[config.mk]
export PLATFORM = sky130hd
export DESIGN_NAME = seq_logic_unit
export DESIGN_NICKNAME = d
export VERILOG_FILES = /design/src/rtl/seq_logic_unit.sv
export SDC_FILE = /design/constraint.sdc
export NUM_CORES = 1
export LEC_CHECK = 0
export ABC_CLOCK_PERIOD_IN_PS = 2000
export CORE_AREA = 2 2 126 128
export DETAILED_ROUTE_END_ITERATION = 6
export DIE_AREA = 0 0 128 130
export PLACE_DENSITY_LB_ADDON = 0.15
export RECOVER_POWER = 50
export SLEW_MARGIN = 10
export SYNTH_ARGS = -nofsm -noshare
export SYNTH_HDL_FRONTEND = slang
export SYNTH_SLANG_ARGS = --single-unit
[constraint.sdc]
create_clock -name clk_i -period 2 [get_ports clk_i]
set_input_delay 0.4 -clock clk_i [delete_from_list [all_inputs] [get_ports clk_i]]
set_output_delay 0.4 -clock clk_i [all_outputs]
set_load 0.01 [all_outputs]
[src/rtl/seq_logic_unit.sv]
// Slice-serial bitwise logic unit.
//
// Captures two operands and an opcode on start, then evaluates the selected bitwise
// function (AND/OR/XOR/NOR) one SLICE-bit slice per clock, LSB slice first. After
// N = WIDTH/SLICE slice steps the assembled word is published on result_o, zero_o is
// refreshed and done_o pulses for one cycle.
//
// Ports:
//   clk_i     clock, all state on rising edge
//   rst_i     synchronous active-high reset
//   start_i   operation request, sampled only while idle
//   op_i      00 AND, 01 OR, 10 XOR, 11 NOR
//   a_i, b_i  operands, captured with start_i
//   busy_o    high while an operation is in progress
//   done_o    one-cycle pulse, result_o valid
//   result_o  last completed result
//   zero_o    high when the last completed result is all zeros
//
// WIDTH must be an integer multiple of SLICE.
module seq_logic_unit #(
  parameter int unsigned WIDTH = 32,
  parameter int unsigned SLICE = 8
) (
  input  logic             clk_i,
  input  logic             rst_i,
  input  logic             start_i,
  input  logic [1:0]       op_i,
  input  logic [WIDTH-1:0] a_i,
  input  logic [WIDTH-1:0] b_i,
  output logic             busy_o,
  output logic             done_o,
  output logic [WIDTH-1:0] result_o,
  output logic             zero_o
);

  localparam int unsigned N    = WIDTH / SLICE;
  localparam int unsigned CntW = (N > 1) ? $clog2(N) : 1;

  localparam logic StIdle = 1'b0;
  localparam logic StRun  = 1'b1;

  localparam logic [1:0] OpAnd = 2'b00;
  localparam logic [1:0] OpOr  = 2'b01;
  localparam logic [1:0] OpXor = 2'b10;
  localparam logic [1:0] OpNor = 2'b11;

  logic             state_q, state_d;
  logic [CntW-1:0]  cnt_q, cnt_d;
  logic [WIDTH-1:0] a_q, a_d;
  logic [WIDTH-1:0] b_q, b_d;
  logic [1:0]       op_q, op_d;
  logic [WIDTH-1:0] acc_q, acc_d;
  logic [WIDTH-1:0] result_q, result_d;
  logic             zero_q, zero_d;
  logic             done_q, done_d;

  logic [WIDTH-1:0] func_w;
  logic [WIDTH-1:0] acc_next;

  // Full-width function of the captured operands; only the current slice is taken from it.
  always_comb begin
    func_w = '0;
    unique case (op_q)
      OpAnd:   func_w = a_q & b_q;
      OpOr:    func_w = a_q | b_q;
      OpXor:   func_w = a_q ^ b_q;
      OpNor:   func_w = ~(a_q | b_q);
      default: func_w = '0;
    endcase
  end

  // Merge the slice addressed by the counter into the partial accumulator.
  always_comb begin
    acc_next = acc_q;
    for (int unsigned i = 0; i < N; i++) begin
      if (cnt_q == CntW'(i)) begin
        acc_next[i*SLICE +: SLICE] = func_w[i*SLICE +: SLICE];
      end
    end
  end

  always_comb begin
    state_d  = state_q;
    cnt_d    = cnt_q;
    a_d      = a_q;
    b_d      = b_q;
    op_d     = op_q;
    acc_d    = acc_q;
    result_d = result_q;
    zero_d   = zero_q;
    done_d   = 1'b0;

    unique case (state_q)
      StIdle: begin
        if (start_i) begin
          a_d     = a_i;
          b_d     = b_i;
          op_d    = op_i;
          cnt_d   = '0;
          acc_d   = '0;
          state_d = StRun;
        end
      end
      StRun: begin
        acc_d = acc_next;
        if (cnt_q == CntW'(N - 1)) begin
          // Last slice: publish the assembled word in the same edge.
          result_d = acc_next;
          zero_d   = (acc_next == '0);
          done_d   = 1'b1;
          state_d  = StIdle;
        end else begin
          cnt_d = cnt_q + CntW'(1);
        end
      end
      default: state_d = StIdle;
    endcase
  end

  always_ff @(posedge clk_i) begin
    if (rst_i) begin
      state_q  <= StIdle;
      cnt_q    <= '0;
      a_q      <= '0;
      b_q      <= '0;
      op_q     <= '0;
      acc_q    <= '0;
      result_q <= '0;
      zero_q   <= 1'b1;
      done_q   <= 1'b0;
    end else begin
      state_q  <= state_d;
      cnt_q    <= cnt_d;
      a_q      <= a_d;
      b_q      <= b_d;
      op_q     <= op_d;
      acc_q    <= acc_d;
      result_q <= result_d;
      zero_q   <= zero_d;
      done_q   <= done_d;
    end
  end

  assign busy_o   = (state_q == StRun);
  assign done_o   = done_q;
  assign result_o = result_q;
  assign zero_o   = zero_q;

endmodule

* After elaboration in Yosys (flattened, before gate mapping)
Cells that the tools add are included.
Operators by class: add/sub/neg operators 1, equal/unequal tests 8, multiplexer cells 14, bitwise operators 5, reduce and logical (&&, ||, !) cells 7
Operators by type and width (count):
- 32-bit case mux with 4 select lines | 1
- 32-bit case mux with 2 select lines | 1
- 32-bit bitwise AND | 1
- 32-bit zero test | 1
- 32-bit 2-to-1 mux | 1
- 8-bit 2-to-1 mux | 4
- 32-bit NOT | 1
- 32-bit OR | 1
- 32-bit XOR | 1
- 2-bit == test, second input constant | 4
- 2-bit AND reduction | 3
- 2-bit by 1-bit == test with 1-bit output, second input constant | 2
- 2-bit zero test | 2
- 2-bit 2-to-1 mux | 2
- 2-bit inequality test, second input constant | 2
- 2-bit case mux with 2 select lines | 1
- 1-bit 2-to-1 mux | 3
- 2-bit by 1-bit adder with 2-bit output, second input constant | 1
- 1-bit case mux with 2 select lines | 1
- 2-bit OR reduction | 1
- 1-bit NOT | 1
Storage, ports and cells: register bits 135, bits of input ports 69, output and inout port bits 35, logic and storage cells 44

* Logic depth before layout (Yosys ltp)
Gate-level depths: netlist of the first run.
depth in word-level cells 5, mapped depth 12

* Least setup slack after synthesis of the first run
Ideal clock, no wire load.
path type flip-flop to flip-flop, start register cnt_q[0], end register zero_q (netlist: zero_o), arrival 1.906 ns, slack 0.025 ns, cell stages (with the launch flop) 7, cells stage by stage dfxtp_1 ha_1 clkbuf_1 mux2i_1 nand3_1 or4_1 o21ai_1
Between the ends: cells in the longest elaborated chain, start to end 3, elaborated cells on any way between the ends 10, classes of those cells 3 x eq/ne; 4 x mux; 3 x reduce/logical
Ends and longest elaborated chain:
- start, declared | line 48 | logic [CntW-1:0] cnt_q, cnt_d;
- start signal, assigned | line 133 | cnt_q <= cnt_d;
- 2-bit by 1-bit == test with 1-bit output, or another cell as far along | line 76 | if (cnt_q == CntW'(i)) begin
- 8-bit 2-to-1 mux | line 76
- 32-bit zero test | line 109 | zero_d = (acc_next == '0);
- end signal, assigned | line 139 | zero_q <= zero_d;
- end, declared | line 54 | logic zero_q, zero_d;
Parallel ways exist; a longest one is shown, timed or not. A chain may end at the register's enable or synchronous reset.

* Final worst setup path of the first run
start register op_q[0], end register zero_q (netlist: zero_o)
Between the ends: cells in the longest elaborated chain, start to end 4, elaborated cells on any way between the ends 10, classes of those cells 3 x eq/ne; 5 x mux; 2 x reduce/logical
Ends and longest elaborated chain:
- start, declared | line 51 | logic [1:0] op_q, op_d;
- start signal, assigned | line 136 | op_q <= op_d;
- 2-bit == test, or another cell as far along | line 63 | unique case (op_q)
- 32-bit case mux with 4 select lines * | line 63
- 8-bit 2-to-1 mux | line 76
- 32-bit zero test * | line 109
Mark *: on every way between the ends. The rest lies on a longest branch, timed or not.

==> results.ini, run 1 <==
[global_route]
antenna_found_initial = 0
overflow = 0
grt_max_degree = 61
grt_pass1_wl_um = 31000
track_usage = 0.235
grt_pass1_vias = 6098

[outcome]
status = finished with violations
violations = setup timing

[setup_path]
critPathMaxStageDelay_ns = 0.48
worstSetupEndpointType = flip-flop
startpoint_type = flip-flop
crit_chain = buf_12, mux2i_1, o22ai_2, nor4_4, nand4b_1, or4_1, o21ai_1
worstPathMaxFanout = 14
cp_slowest_cell = or4_1
required_ns = 2.36
path_class = flip-flop to flip-flop
arrival_ns = 2.49

[synthesis]
async_flop_share = 0
synth_nets = 1130
seq_area_frac_synth = 0.358
synth_area_sq_um = 7560
synth_edf_count = 0
yosys_warnings = 0
ys_ff_latch = 135
synth_cell_type_count = 43
syn_avg_cell_area_sq_um = 7.61
synthFlopType = dfxtp_1
synth_cells = 993

[power]
pwr-share-comb = 0.170
clkPwrFrac = 0.428
power_density_nw_per_um2 = 698
cellInternalPower_w = 0.00520
p_switching_w = 0.00190
p_seq_frac = 0.402
design_power_total_w = 0.00710
power_leakage_nw = 4.18
ir_drop_uv = 601
swShare = 0.267

[placed_design]
placed_cells = 1324
place_area_sq_um = 9370
dp_hpwl_um = 13800
place_congestion = 0.918
io_buffers = 103

[flow_run]
drv_cap = 0

[sta]
fin_skew_ns = 0.00818
rsz0062_at_grt = yes
slew_headroom = 0.680
worst_slew_pin_slew_ns = 0.480
fmax_mhz = 469
fin_crit_ns = 2.13
setup_viol_count_final = 1
setup_slack_ns = -0.134
slew_viol_final = 0
timing.hold.ws_ns = 0.409
hold_violations = 0
period_share = 1.07

[drt]
viasPerCell = 5.13
drc = 0
wire_per_inst_um = 14.3
vias = 6999
wirelength_um = 19500
ant_nets = 0
drt_iter0_markers = 475
drt_pre_antenna_iters = 5

[cts]
numCtsBuffers = 17
clk_latency_ns = 0.42
clk_path_buf_depth = 2
htree_levels = 4
cts_tree = done
cts.reportedPaths.clkPinSlew_ns = 0.06
cts.hold.buffers_added = 0
root_buffer = clkbuf_16
clock-sinks = 135

[die]
num_rows = 46
io_pins = 104
core_sq_um = 15400
die_h_um = 130
die-area_sq_um = 16600
die_w_um = 128
initial_core_util = 0.490

[cells_and_area]
fillers = 1309
diodes = 0
finish.instance_area_sq_um = 10200
syn_to_final_growth_pct = 34.7
drive_above_1_share = 0.157
num-nets-final = 1295
fin_cells = 1363

[min_path]
hold_class = primary input to flip-flop

power groups by stage:
| stage | Clock [W] | Sequential [W] | Combinational [W] |
|---|---|---|---|
| global route | 0.00317 | 0.00287 | 0.00133 |
| CTS | 0.00307 | 0.00285 | 0.00117 |
| finish | 0.00304 | 0.00286 | 0.00121 |
| detailed placement | 0 | 0.00292 | 0.00113 |
| global placement | 0 | 0.00291 | 0.00112 |
| floorplan | 0 | 0.00289 | 0.000669 |
flip-flops by register name (all words and copies together) (netlist names):
name and flops:
a_q 32, acc_q 32, b_q 32, result_o 32, cnt_q 2, op_q 2
busy_o 1, done_o 1, zero_o 1
final cells by class:
| cell class | instances | area, sq um | share of cell area |
|---|---|---|---|
| flip-flops and latches | 135 | 2720 | 0.267 |
| well taps | 192 | 240 | 0.0236 |
| clock inverters | 12 | 100 | 0.00983 |
| multi-input cells | 688 | 4310 | 0.423 |
| repair buffers | 212 | 1940 | 0.191 |
| inverters | 104 | 390 | 0.0383 |
| clock buffers | 20 | 478 | 0.0470 |
timing repair:
item | 4_1_cts | 5_1_grt
pin swaps | 7 | 9
buffers inserted | 3 | 4
gates resized for setup | 15 | 39
setup endpoints to repair | 1 | 3
synthesized netlist by cell type, types with 9 or more instances:
cell | count | area (sq um)
nor3_1 | 29 | 145
nor2b_1 | 35 | 219
ha_1 | 68 | 851
nor2_1 | 64 | 240
a21oi_1 | 131 | 656
dfxtp_1 | 135 | 2700
buf_2 | 10 | 50.1
clkbuf_1 | 45 | 169
a21o_1 | 11 | 82.6
o21ai_0 | 43 | 215
nand2_1 | 166 | 623
a32oi_1 | 10 | 87.6
inv_1 | 104 | 390
mux2i_1 | 41 | 410
a22oi_1 | 9 | 67.6
o22ai_1 | 13 | 81.3
layout by cell type, fill, tap and decap left out, drive strengths merged, types with 2 or more instances in the layout:
cell           instances
a21o                  11
a31oi                  4
o21bai                 8
nand2                166
nor2b                 35
clkinvlp               3
a211oi                 8
or4                    5
o21a                   6
a32oi                 10
nand3                  3
nor3b                  2
or3                    8
o21ai                 45
buf                  110
inv                  104
ha                    68
a311oi                 2
nand4b                 2
mux2i                 41
o32a                   2
clkinv                 8
o22ai                 13
dfxtp                135
nor2                  64
a22oi                  9
clkbuf                20
nand2b                 6
clkdlybuf4s50        102
nor3                  29
a21oi                131
critical path, delay by kind of cell (launching register included):
family / cells / cell delay (ns)
AO/OA/AOI/OAI: 2 / 0.25
buffers and inverters: 1 / 0.17
flip-flops: 1 / 0.45
multiplexers: 1 / 0.25
AND/OR/NAND/NOR: 3 / 0.94
per-stage QoR:
step,setup TNS (ns),setup WS (ns),util
after global routing,-0.167,-0.167,0.660
after global placement,-0.157,-0.157,0.608
after CTS,-0.116,-0.116,0.651
final,-0.134,-0.134,0.660
after detailed placement,-0.237,-0.237,0.608
after floorplan,0,0.0249,-
path summary, 6_finish.rpt:
| check | slack [ns] | from | end | cells past startpoint |
|---|---|---|---|---|
| worst max-delay path | -0.13 | op_q[0] | zero_o | 7 |
| worst min-delay path | 0.41 | rst_i | acc_q[3] | 2 |
| worst max register to register | -0.13 | op_q[0] | zero_o | 7 |
| worst min register to register | 0.45 | result_o[20] | result_o[20] | 2 |
cells by family after synthesis:
family / after synthesis / share of synthesized area
buffers and inverters: 170 / 0.0911
AOI/OAI and AO/OA: 255 / 0.196
adders and majority gates: 68 / 0.113
and+or+nand+nor: 324 / 0.189
muxes: 41 / 0.0543
DFF: 135 / 0.358
per-layer routing:
| metal | track usage | vias to the layer above | wire, um |
|---|---|---|---|
| met5 | 0 | - | 0 |
| met1 | 0.354 | 3155 | 10100 |
| li1 | - | 3646 | - |
| met4 | 0.0827 | 0 | 405 |
| met3 | 0.0398 | 27 | 857 |
| met2 | 0.337 | 171 | 8090 |
Power figures use the tool's default switching activity.
==> inputs of run 2 (changes only) <==
Settings changed: PLACE_DENSITY from default to 0.73, PLACE_DENSITY_LB_ADDON 0.15 to default.
==> run 2 against run 1 <==
  * The flow still finishes with violations (setup timing)
  * Sequential power about the same
  * Cell count rose by 0.51%
  * First-iteration DRC count increased by 9.7%
  * Flip-flop and latch count unchanged
  * Largest cell class unchanged
  * Largest power group unchanged
  * Clock skew increased by 0.0064 ns
  * Utilization down 0.27 points
  * Die area did not move
  * Worst setup slack improved by 0.045 ns
  * Clock-buffer cell count down 1
  * Fmax up 2.2%
==> results.ini, run 2 (synthesized netlist as in run 1, its figures left out) <==
[sta]
fmax_mhz = 479  ; was 469 MHz
setup_slack_ns = -0.0890  ; was -0.134 ns
rsz0062_at_grt = yes  ; unchanged
setup_viol_count_final = 1  ; unchanged
slew_viol_final = 0  ; unchanged
slew_headroom = 0.700  ; was 0.680
timing.hold.ws_ns = 0.363  ; was 0.409 ns
fin_skew_ns = 0.0146  ; was 0.00818 ns
worst_slew_pin_slew_ns = 0.450  ; was 0.480 ns
period_share = 1.04  ; was 1.07
hold_violations = 0  ; unchanged
fin_crit_ns = 2.09  ; was 2.13 ns

[cells_and_area]
fillers = 1317  ; was 1,309
multi_input_area_sq_um = 4210  ; was 4310 sq um
syn_to_final_growth_pct = 34.2  ; was 34.7%
finish.instance_area_sq_um = 10100  ; was 10,200 sq um
mostFrequentLayoutCells = nand2_1, a21oi_1, dfxtp_1  ; unchanged
layout_commonest_cell = nand2_1  ; unchanged
num-nets-final = 1302  ; was 1,295
seq_area_sq_um = 2710  ; was 2720 sq um
diodes = 0  ; unchanged
drive_above_1_share = 0.141  ; was 0.157

[die]
num_rows = 46  ; unchanged
die-area_sq_um = 16600  ; unchanged
initial_core_util = 0.490  ; unchanged
die_h_um = 130  ; unchanged
core_sq_um = 15400  ; unchanged
io_pins = 104  ; unchanged
die_w_um = 128  ; unchanged

[power]
ir_drop_uv = 605  ; was 601 uV
power_density_nw_per_um2 = 721  ; was 698 nW/um^2
design_power_total_w = 0.00731  ; was 0.00710 W
power_leakage_nw = 4.19  ; was 4.18 nW

[global_route]
grt_max_degree = 67  ; was 61
grt_pass1_vias = 6656  ; was 6,098
track_usage = 0.244  ; was 0.235
overflow = 0  ; unchanged
grt_pass1_wl_um = 32300  ; was 31,000 um
antenna_found_initial = 0  ; unchanged

[placed_design]
place_area_sq_um = 9450  ; was 9370 sq um
io_buffers = 103  ; unchanged
place_congestion = 0.918  ; about the same
dp_hpwl_um = 13900  ; was 13,800 um

[setup_path]
r2r_slack_ns = -0.09  ; was -0.13 ns
startpoint = op_q[0]  ; unchanged
arrival_ns = 2.45  ; was 2.49 ns
cp_slowest_cell = or4_1  ; unchanged
cp_common_cell = o21ai_1
critPathMaxStageDelay_ns = 0.51  ; was 0.48 ns
required_ns = 2.36  ; about the same
path_class = flip-flop to flip-flop  ; unchanged
worstReg2RegStart = op_q[0]  ; unchanged
crit_chain = buf_8, nor2b_1, nor3_1, o21ai_1, a22oi_1, nand3_1, or4_1, o21ai_1  ; was buf_12, mux2i_1, o22ai_2, nor4_4, nand4b_1, or4_1, o21ai_1
worstPathMaxFanout = 10  ; was 14
worstSetupEndpointType = flip-flop  ; unchanged
startpoint_type = flip-flop  ; unchanged

[cts]
clock-sinks = 135  ; unchanged
root_buffer = clkbuf_16  ; unchanged
htree_levels = 4  ; unchanged
cts_tree = done  ; unchanged
numCtsBuffers = 17  ; unchanged
cts.reportedPaths.clkPinSlew_ns = 0.06  ; about the same
clk_latency_ns = 0.43  ; was 0.42 ns
clk_path_buf_depth = 2  ; unchanged

[drt]
drt_iter0_markers = 521  ; was 475
viasPerCell = 5.19  ; was 5.13
drc = 0  ; unchanged
vias = 7104  ; was 6,999
drt_pre_antenna_iters = 5  ; unchanged
wl_met1_um = 9520  ; was 10,100 um
wire_per_inst_um = 14.2  ; was 14.3 um
wirelength_um = 19500  ; about the same
highest_layer = met4  ; unchanged
route.met3.wl_um = 1030  ; was 857 um
ant_nets = 0  ; unchanged
dr_wl_met2_um = 8490  ; was 8090 um

[outcome]
violations = setup timing  ; unchanged
status = finished with violations  ; unchanged

[min_path]
hp-start = rst_i  ; unchanged
hold_class = primary input to flip-flop  ; unchanged

[flow_run]
drv_cap = 0  ; unchanged

## run 2: final timing paths
path	end	depth (start not counted)
worst max register to register	zero_o	8
worst max-delay path	zero_o	8
worst min-delay path	b_q[14]	2
worst min register to register	result_o[0]	2
## run 2: what timing repair did
action | CTS | global route
pin swaps | 0 | 2
hold buffers | 0 | 0
gates resized for setup | 6 | 17
endpoints found under the setup margin | 3 | 3
buffers inserted | 2 | 3
## run 2: area by class of cell
class                           count  area share
Clock buffer                       19      0.0447
Clock inverter                     13      0.0165
Inverter                          104      0.0385
Multi-Input combinational cell    688       0.416
Sequential cell                   135       0.267
Tap cell                          192      0.0237
Timing Repair Buffer              219       0.194
## run 2: routing by layer
layer,global-route usage,vias to the layer above
met3,0.0426,26
met1,0.340,3203
met5,0,-
li1,-,3658
met4,0.0950,0
met2,0.377,217
## run 2: power by group
group / leakage (nW) / switching, W / internal (W)
Sequential: 1.10 / 0.0000714 / 0.00278
Combinational: 2.79 / 0.000609 / 0.000578
Clock: 0.297 / 0.00123 / 0.00204
Total: 4.19 / 0.00191 / 0.00540
## run 2: critical path, delay by kind of cell, from the launching register on
kind,cells,cell delay [ns]
compound gates,3,0.49
buf+inv,1,0.16
simple gates,4,0.96
flops,1,0.40
## run 2: stage by stage
step / TNS, ns / std cells / utilization / setup slack (ns)
after floorplan: 0 / 993 / - / 0.0249
after global placement: -0.212 / 1333 / 0.613 / -0.212
after detailed placement: -0.230 / 1333 / 0.613 / -0.221
after CTS: -0.101 / 1367 / 0.656 / -0.101
after global routing: -0.331 / 1370 / 0.657 / -0.184
final: -0.0890 / 1370 / 0.657 / -0.0890
==> inputs of run 3 (changes only) <==
Settings changed: SKIP_LAST_GASP from default to 1.
==> run 3 against run 2 <==
  * Fmax shrank 0.78%
  * First-iteration DRC count shrank 4.0%
  * Sequential power is essentially flat
  * Via count shrank 0.96%
  * The flow still finishes with violations (setup timing)
  * Critical path type unchanged
  * Sequential share of layout area grew 0.12 points
  * Hold slack is essentially flat
==> results.ini, run 3 (synthesized netlist as in run 1, its figures left out) <==
[cells_and_area]
mostFrequentLayoutCells = nand2_1, dfxtp_1, a21oi_1  ; was nand2_1, a21oi_1, dfxtp_1
seq_area_sq_um = 2710  ; about the same
syn_to_final_growth_pct = 33.4  ; was 34.2%
multi_input_area_sq_um = 4190  ; was 4210 sq um
fillers = 1320  ; was 1,317
fin_util = 0.654  ; was 0.657
layout_commonest_cell = nand2_1  ; unchanged
drive_above_1_share = 0.132  ; was 0.141
diodes = 0  ; unchanged
num-nets-final = 1300  ; was 1,302

[power]
p_seq_frac = 0.390  ; about the same
clkPwrFrac = 0.450  ; was 0.447
pwr-share-comb = 0.160  ; was 0.162
ir_drop_uv = 607  ; was 605 uV
design_power_total_w = 0.00731  ; about the same
power_leakage_nw = 4.18  ; was 4.19 nW
power_density_nw_per_um2 = 725  ; was 721 nW/um^2
p_switching_w = 0.00192  ; was 0.00191 W
cellInternalPower_w = 0.00539  ; was 0.00540 W
swShare = 0.263  ; was 0.261

[min_path]
hold_class = primary input to flip-flop  ; unchanged
whs_path_depth = 2  ; unchanged

[cts]
clock-sinks = 135  ; unchanged
root_buffer = clkbuf_16  ; unchanged
clk_path_buf_depth = 2  ; unchanged
numCtsBuffers = 17  ; unchanged
cts_tree = done  ; unchanged
clk_latency_ns = 0.43  ; about the same
cts.hold.buffers_added = 0  ; unchanged
cts.reportedPaths.clkPinSlew_ns = 0.06  ; about the same
htree_levels = 4  ; unchanged

[sta]
worst_slew_pin_slew_ns = 0.453  ; was 0.450 ns
hold_violations = 0  ; unchanged
fin_skew_ns = 0.0178  ; was 0.0146 ns
fmax_mhz = 475  ; was 479 MHz
timing.hold.ws_ns = 0.363  ; about the same
slew_headroom = 0.698  ; was 0.700
slew_viol_final = 0  ; unchanged
rsz0062_at_grt = yes  ; unchanged
setup_slack_ns = -0.105  ; was -0.0890 ns
period_share = 1.05  ; was 1.04
setup_viol_count_final = 1  ; unchanged
fin_crit_ns = 2.11  ; was 2.09 ns

[global_route]
track_usage = 0.242  ; was 0.244
overflow = 0  ; unchanged
antenna_found_initial = 0  ; unchanged
grt_pass1_vias = 6598  ; was 6,656
grt_max_degree = 67  ; unchanged
grt_pass1_wl_um = 32100  ; was 32,300 um

[drt]
wirelength_um = 19400  ; was 19,500 um
wire_per_inst_um = 14.2  ; about the same
drt_pre_antenna_iters = 5  ; unchanged
vias = 7036  ; was 7,104
ant_nets = 0  ; unchanged
viasPerCell = 5.14  ; was 5.19
drc = 0  ; unchanged
drt_iter0_markers = 500  ; was 521

[setup_path]
rr_worst_depth = 8  ; unchanged
r2r_slack_ns = -0.11  ; was -0.09 ns
arrival_ns = 2.47  ; was 2.45 ns
path_class = flip-flop to flip-flop  ; unchanged
startpoint_type = flip-flop  ; unchanged
required_ns = 2.36  ; about the same
worstPathMaxFanout = 2  ; was 10
worstSetupEndpointType = flip-flop  ; unchanged

[die]
io_pins = 104  ; unchanged
num_rows = 46  ; unchanged
die_w_um = 128  ; unchanged
die-area_sq_um = 16600  ; unchanged
die_h_um = 130  ; unchanged
initial_core_util = 0.490  ; unchanged
core_sq_um = 15400  ; unchanged

[placed_design]
io_buffers = 103  ; unchanged
dp_hpwl_um = 13900  ; unchanged
place_congestion = 0.918  ; unchanged

[outcome]
status = finished with violations  ; unchanged
violations = setup timing  ; unchanged

[flow_run]
drv_cap = 0  ; unchanged

==> run 3: cell type report <==
type                            instances  area share
Multi-Input combinational cell        688       0.415
Timing Repair Buffer                  217       0.192
Clock inverter                         13      0.0166
Tap cell                              192      0.0238
Inverter                              104      0.0387
Sequential cell                       135       0.269
Clock buffer                           19      0.0449
==> run 3: worst paths after layout <==
check / from / endpoint
max: a_q[22] / zero_o
min: rst_i / b_q[14]
max reg2reg: a_q[22] / zero_o
min reg2reg: result_o[0] / result_o[0]
==> run 3: worst max-delay path: stages (launching register included) <==
cell and delay [ns]:
dfxtp_1 0.31, ha_1 0.21, or4_1 0.53, o21ai_0 0.16
a31oi_1 0.07, nor3_2 0.15, nand4b_1 0.10, or4_1 0.39
o21ai_1 0.13
==> run 3: through the flow <==
stage | instance area [sq um] | TNS (ns) | cells | setup WS (ns)
2_1_floorplan | 7560 | 0 | 993 | 0.0249
3_3_place_gp | 9450 | -0.212 | 1333 | -0.212
3_5_place_dp | 9450 | -0.230 | 1333 | -0.221
4_1_cts | 10100 | -0.111 | 1367 | -0.111
5_1_grt | 10100 | -0.402 | 1368 | -0.236
6_report | 10100 | -0.105 | 1368 | -0.105
==> run 3: what timing repair did <==
item,CTS,global route
pin swaps,0,1
endpoints found under the setup margin,3,4
buffers inserted,2,1
resized for setup,3,5
==> run 3: layer usage <==
| metal | GRT usage | wire, um |
|---|---|---|
| met5 | 0 | 0 |
| met1 | 0.342 | 9580 |
| met4 | 0.0886 | 388 |
| met3 | 0.0410 | 917 |
| met2 | 0.375 | 8500 |
==> run 3: power groups by stage <==
stage | Clock (W) | Combinational (W) | Sequential, W
6_report | 0.00329 | 0.00117 | 0.00285
5_1_grt | 0.00343 | 0.00131 | 0.00286
4_1_cts | 0.00331 | 0.00117 | 0.00285
3_5_place_dp | 0 | 0.00114 | 0.00292
3_3_place_gp | 0 | 0.00113 | 0.00291
2_1_floorplan | 0 | 0.000669 | 0.00289
